==> src/rtl/clock_time_core_pkg.sv <==
// Shared clock/display definitions: mode encoding and time-field limits.
// The display driver decodes the same MODE_* values.
package clock_time_defs;

  localparam logic [1:0] MODE_RUN      = 2'd0;
  localparam logic [1:0] MODE_SET_MIN  = 2'd1;
  localparam logic [1:0] MODE_SET_HOUR = 2'd2;

  localparam int SEC_MAX  = 59;
  localparam int MIN_MAX  = 59;
  localparam int HOUR_MAX = 23;

  typedef enum logic [1:0] {
    ST_RUN      = MODE_RUN,
    ST_SET_MIN  = MODE_SET_MIN,
    ST_SET_HOUR = MODE_SET_HOUR
  } mode_e;

  function automatic logic [6:0] wrap_inc7(input logic [6:0] v, input int max);
    return (v == 7'(max)) ? 7'd0 : v + 7'd1;
  endfunction

endpackage

==> src/rtl/clock_time_core_debounce.sv <==
// Button conditioner: 2-FF synchronizer, stability counter and a one-cycle
// press pulse on an accepted 0->1 transition of the stable level.
module button_debounce #(
  parameter int DEBOUNCE_CYC = 1_000_000
) (
  input  logic clk,
  input  logic rst_n,
  input  logic btn_raw,
  output logic press
);
  localparam int              CW       = (DEBOUNCE_CYC > 1) ? $clog2(DEBOUNCE_CYC) : 1;
  localparam logic [CW-1:0]   CNT_LAST = CW'(DEBOUNCE_CYC - 1);

  logic [1:0]    r_sync;
  logic          r_stable;
  logic [CW-1:0] r_cnt;
  logic          r_press;

  always_ff @(posedge clk or negedge rst_n) begin
    if (!rst_n) begin
      r_sync   <= '0;
      r_stable <= 1'b0;
      r_cnt    <= '0;
      r_press  <= 1'b0;
    end else begin
      r_sync  <= {r_sync[0], btn_raw};
      r_press <= 1'b0;
      // Count consecutive disagreeing cycles; any agreement restarts the window.
      if (r_sync[1] != r_stable) begin
        if (r_cnt == CNT_LAST) begin
          r_stable <= r_sync[1];
          r_cnt    <= '0;
          r_press  <= r_sync[1];
        end else begin
          r_cnt <= r_cnt + CW'(1);
        end
      end else begin
        r_cnt <= '0;
      end
    end
  end

  assign press = r_press;

endmodule

==> src/rtl/clock_time_core.sv <==
// Timekeeping core: seconds prescaler, h/m/s counters and the
// run/set-minute/set-hour mode FSM driven by two debounced buttons.
module clock_time_core
  import clock_time_defs::*;
#(
  parameter int CLK_HZ       = 50_000_000,
  parameter int DEBOUNCE_CYC = 1_000_000
) (
  input  logic       clk,
  input  logic       rst_n,
  input  logic       btn_mode,
  input  logic       btn_inc,
  output logic [6:0] hour,
  output logic [6:0] minute,
  output logic [5:0] second,
  output logic [1:0] mode,
  output logic       sec_tick
);
  localparam int            PW        = (CLK_HZ > 1) ? $clog2(CLK_HZ) : 1;
  localparam logic [PW-1:0] PRESC_TOP = PW'(CLK_HZ - 1);

  logic          w_mode_press, w_inc_press;
  logic          w_tick, w_exit_set;
  mode_e         r_state, w_state_nxt;
  logic [PW-1:0] r_presc;
  logic [6:0]    r_hour, r_min;
  logic [5:0]    r_sec;
  logic          r_sec_tick;

  button_debounce #(.DEBOUNCE_CYC(DEBOUNCE_CYC)) u_db_mode (
    .clk(clk), .rst_n(rst_n), .btn_raw(btn_mode), .press(w_mode_press)
  );
  button_debounce #(.DEBOUNCE_CYC(DEBOUNCE_CYC)) u_db_inc (
    .clk(clk), .rst_n(rst_n), .btn_raw(btn_inc), .press(w_inc_press)
  );

  always_ff @(posedge clk or negedge rst_n) begin
    if (!rst_n) r_state <= ST_RUN;
    else        r_state <= w_state_nxt;
  end

  always_comb begin
    w_state_nxt = r_state;
    w_exit_set  = 1'b0;
    if (w_mode_press) begin
      case (r_state)
        ST_RUN:      w_state_nxt = ST_SET_MIN;
        ST_SET_MIN:  w_state_nxt = ST_SET_HOUR;
        ST_SET_HOUR: begin
          w_state_nxt = ST_RUN;
          w_exit_set  = 1'b1;
        end
        default:     w_state_nxt = ST_RUN;
      endcase
    end
  end

  assign w_tick = (r_state == ST_RUN) && (r_presc == PRESC_TOP);

  // Prescaler is frozen outside RUN and restarted on leaving the set states.
  always_ff @(posedge clk or negedge rst_n) begin
    if (!rst_n)                   r_presc <= '0;
    else if (w_exit_set)          r_presc <= '0;
    else if (r_state == ST_RUN)   r_presc <= w_tick ? '0 : r_presc + PW'(1);
  end

  always_ff @(posedge clk or negedge rst_n) begin
    if (!rst_n) begin
      r_sec      <= '0;
      r_min      <= '0;
      r_hour     <= '0;
      r_sec_tick <= 1'b0;
    end else begin
      r_sec_tick <= w_tick;
      if (w_exit_set) begin
        r_sec <= '0;
      end else if (w_tick) begin
        r_sec <= (r_sec == 6'(SEC_MAX)) ? 6'd0 : r_sec + 6'd1;
        if (r_sec == 6'(SEC_MAX)) begin
          r_min <= wrap_inc7(r_min, MIN_MAX);
          if (r_min == 7'(MIN_MAX)) r_hour <= wrap_inc7(r_hour, HOUR_MAX);
        end
      end else if (w_inc_press && !w_mode_press) begin
        // Setting never carries between fields.
        if (r_state == ST_SET_MIN)  r_min  <= wrap_inc7(r_min, MIN_MAX);
        if (r_state == ST_SET_HOUR) r_hour <= wrap_inc7(r_hour, HOUR_MAX);
      end
    end
  end

  assign hour     = r_hour;
  assign minute   = r_min;
  assign second   = r_sec;
  assign mode     = r_state;
  assign sec_tick = r_sec_tick;

endmodule

==> config.mk <==
export PLATFORM = sky130hd
export DESIGN_NAME = clock_time_core
export DESIGN_NICKNAME = d
export VERILOG_FILES = /design/src/rtl/clock_time_core_pkg.sv /design/src/rtl/clock_time_core_debounce.sv /design/src/rtl/clock_time_core.sv
export SDC_FILE = /design/constraint.sdc
export NUM_CORES = 1
export LEC_CHECK = 0
export CAP_MARGIN = 30
export CORE_ASPECT_RATIO = 0.7
export CORE_MARGIN = 1.5
export CORE_UTILIZATION = 45
export DETAILED_ROUTE_END_ITERATION = 7
export PLACE_DENSITY = 0.73
export REMOVE_ABC_BUFFERS = 1
export SYNTH_ARGS = -nofsm -noshare
export SYNTH_HDL_FRONTEND = slang
export SYNTH_SLANG_ARGS = --single-unit
==> constraint.sdc <==
create_clock -name clk -period 2.3 [get_ports clk]
set_clock_uncertainty 0.05 [all_clocks]
set_input_delay 0.46 -clock clk [delete_from_list [all_inputs] [get_ports clk]]
set_output_delay 0.46 -clock clk [all_outputs]
set_load 0.01 [all_outputs]
==> metrics.md <==
| Metric | Value |
|---|---|
| Status | finished, violations left |
| Failing checks | setup timing |
| Distinct cells, synth | 53 |
| Worst-Skew Late Latency | 0.35 ns |
| Worst min path class | in2async |
| Ports | 27 |
| EDFF count, synth | 0 |
| Worst path slowest cell | or4b_1 |
| Core box area | 0.0105 mm² |
| Hold_buf cts | 0 |
| H-Tree Level Count | 3 |
| Gate Count Post-Synth | 504 |
| Max-cap violations | 0 |
| Crit path cell chain | or4b_1, or4_4, or2_4, buf_6, or3_1, a31oi_1 |
| Worst hold slack | 0.0364 ns |
| DRC violation count after routing | 0 |
| Post-Route WL | 10.6 mm |
| Top-count cell post-synth | dfrtp_1 |
| Average size of a mapped cell | 9.75 µm² |
| Antenna diode count | 0 |
| GPL Wtd Cong | 0.853 |
| Vias in the first global route | 3861 |
| Leak | 2.59 nW |
| Final Slew Violations | 0 |
| Critical Path Max Stage Delay | 0.51 ns |
| Critical-path maximum fanout | 4 |
| TritonRoute pass-1 iters | 5 |
| CTS tree | yes |
| Port bufs | 26 |
| Global-route usage over all layers | 0.194 |
| Fmax | 424 MHz |
| Num rows | 31 |
| Overall Power | 3.55 mW |
| Vias per std cell | 5.68 |
| Final Util | 0.568 |
| DR vias | 3957 |
| Yosys warnings | 0 |
| Full die area | 0.0116 mm² |
| Setup crit end kind | flop |
| Asr flop ratio synth | 1.00 |
| PD cells | 597 mW/mm² |
| Syn Std Cell Area | 0.00491 mm² |
| Post-DRT Antenna Nets | 0 |
| Starting Density | 0.469 |
| Initial antenna violation count | 0 |
| Setup TNS | -0.139 ns |
| Final WS setup | -0.0593 ns |
| Reg area | 0.00243 mm² |
| Post-synthesis sequential area ratio | 0.494 |
| Biggest area consumer among synthesized cells | dfrtp_1 |
| Worst path arrival time | 2.57 ns |
| Relative slew margins | 0.596 |
| Final Cell Area | 0.00595 mm² |
| Final Hold Fails | 0 |
| Area of placed instances | 0.00551 mm² |
| CTS Buffer Depth | 2 |
| Layout area overhead | 21.1% |
| Main flop type after synthesis | dfrtp_1 |
| Remaining Overflow, GRT | 0 |
| Minimum clock period | 2.36 ns |
| Fillers | 898 |
| Final setup fails | 3 |
| Slew at the pin with the worst max-slew slack | 0.604 ns |
| Pin count of the biggest net entering global routing | 41 |
| Share of layout cells above drive strength 1 | 0.127 |
| Unrepaired setup endpoints after global routing | true |
| Clock-pin slew on the worst setup and hold paths | 0.07 ns |
| CP Class | reg2reg |
| Die Ht | 90.4 µm |
| Worst Setup Start Kind | flop |
| Net count, final | 570 |
| First-pass GRT wire length | 18.1 mm |
| Peak supply drop | 0.000383 V |
| Inserted Clock Buffers | 9 |
| Root buf cell | clkbuf_16 |
| CTS sink count | 97 |
| Largest cells by area after synthesis | dfrtp_1, xor2_1, nor2_1, xnor2_1, nand3_1 |
| Fin crit share | 1.03 |
| Req. time, crit path | 2.51 ns |
| Iteration-0 DRC Markers | 342 |
| Yosys top cell area share | 0.494 |
| Multi-input gate area | 0.00242 mm² |
| DR WL/cell | 15.2 µm |
| Die W | 128 µm |
| Yosys reg bits | 97 |
| Commonest cells in the netlist | dfrtp_1, nor2_1, nand2_1 |
| Hpwl dp | 7.40 mm |
## power breakdown
group          switching (mW)  internal [mW]
sequential             0.0121           1.72
clock                   0.649           1.10
combinational          0.0537         0.0225
total                   0.715           2.84
## per-stage QoR
stage | setup WS, ns | instances
after detailed placement | -0.0932 | 677
after global placement | -0.0773 | 677
final | -0.0593 | 697
after global routing | -0.113 | 697
after floorplan | -0.305 | 488
after CTS | -0.0539 | 696
## final timing paths
path	startpoint	end	slack (ns)	cells past startpoint
worst max-delay path	mode[0]	second[3]	-0.06	6
worst min-delay path	rst_n	hour[6]	0.04	1
worst max register to register	mode[0]	second[3]	-0.06	6
worst min register to register	u_db_mode.r_sync[0]	u_db_mode.r_sync[1]	0.30	0
max in group asynchronous	rst_n	minute[0]	1.57	2
min in group clk	u_db_mode.r_sync[0]	u_db_mode.r_sync[1]	0.30	0
## worst max-delay path, delay by kind of cell, from the launching register on
| kind | cells | cell delay (ns) |
|---|---|---|
| and+or+nand+nor | 4 | 1.58 |
| AOI/OAI and AO/OA | 1 | 0.16 |
| DFF | 1 | 0.37 |
| buffers and inverters | 1 | 0.13 |
## registers in the layout, summed over array words and instances, names as in the netlist, 2 cells and up
signal	cells
minute	7
u_db_inc.r_sync	2
r_presc	26
u_db_mode.r_cnt	20
u_db_inc.r_cnt	20
second	6
mode	2
u_db_mode.r_sync	2
hour	7
## area by class of cell
type	instances	share of cell area
flip-flops and latches	97	0.408
multi-input cells	381	0.407
repair buffers	61	0.0915
clock buffers	10	0.0402
well taps	132	0.0278
clock inverters	6	0.0189
inverters	10	0.00631
## what timing repair did
action,in CTS,in global routing
pin swaps,3,3
buffers inserted,3,1
resized for setup,9,5
endpoints found under the setup margin,10,14
## logic make-up (layout without fill, tap and decap cells)
kind of cell	count (synthesis)	count (layout)	share of synthesized area
AND/OR/NAND/NOR	262	262	0.277
flip-flops	97	97	0.494
XOR/XNOR	62	62	0.111
AO/OA/AOI/OAI	39	39	0.0537
buffers and inverters	26	87	0.0232
multiplexers	12	12	0.0265
adder cells (fa/ha/maj)	6	6	0.0153
## metal layers
metal  vias to the layer above  GRT usage  share of wire
met5                         -          0              0
met4                         0     0.0524          0.012
met3                        17     0.0450          0.040
met2                        86      0.302           0.47
met1                      1960      0.271           0.48
li1                       1894          -              -
## cells in the final DEF (no fill, tap or decap), types with 3 or more instances in the layout
cell / Yosys / layout
or4_1: 3 / 3
xor2_1: 35 / 35
bufinv_16: 0 / 3
clkbuf_16: 0 / 9
nor2b_1: 3 / 3
and2_1: 5 / 5
nor3_1: 15 / 15
a31oi_1: 3 / 3
o211ai_1: 3 / 3
mux2_2: 8 / 7
inv_1: 10 / 10
nand2b_1: 4 / 4
nor4b_1: 7 / 6
nor2_1: 79 / 78
nand2_1: 36 / 36
clkdlybuf4s50_1: 0 / 25
a21oi_1: 5 / 5
xnor2_1: 27 / 27
and3_1: 17 / 17
o22ai_1: 6 / 5
or3_1: 3 / 3
o21ai_0: 7 / 5
nand4b_1: 3 / 3
mux2i_1: 4 / 4
nand4_1: 23 / 23
or2_2: 3 / 3
ha_1: 6 / 6
nand3_1: 35 / 35
buf_6: 2 / 3
buf_4: 0 / 32
dfrtp_1: 97 / 97
nor4_1: 10 / 10
and4_1: 4 / 4
No activity file was read; power rests on OpenSTA's default activity.
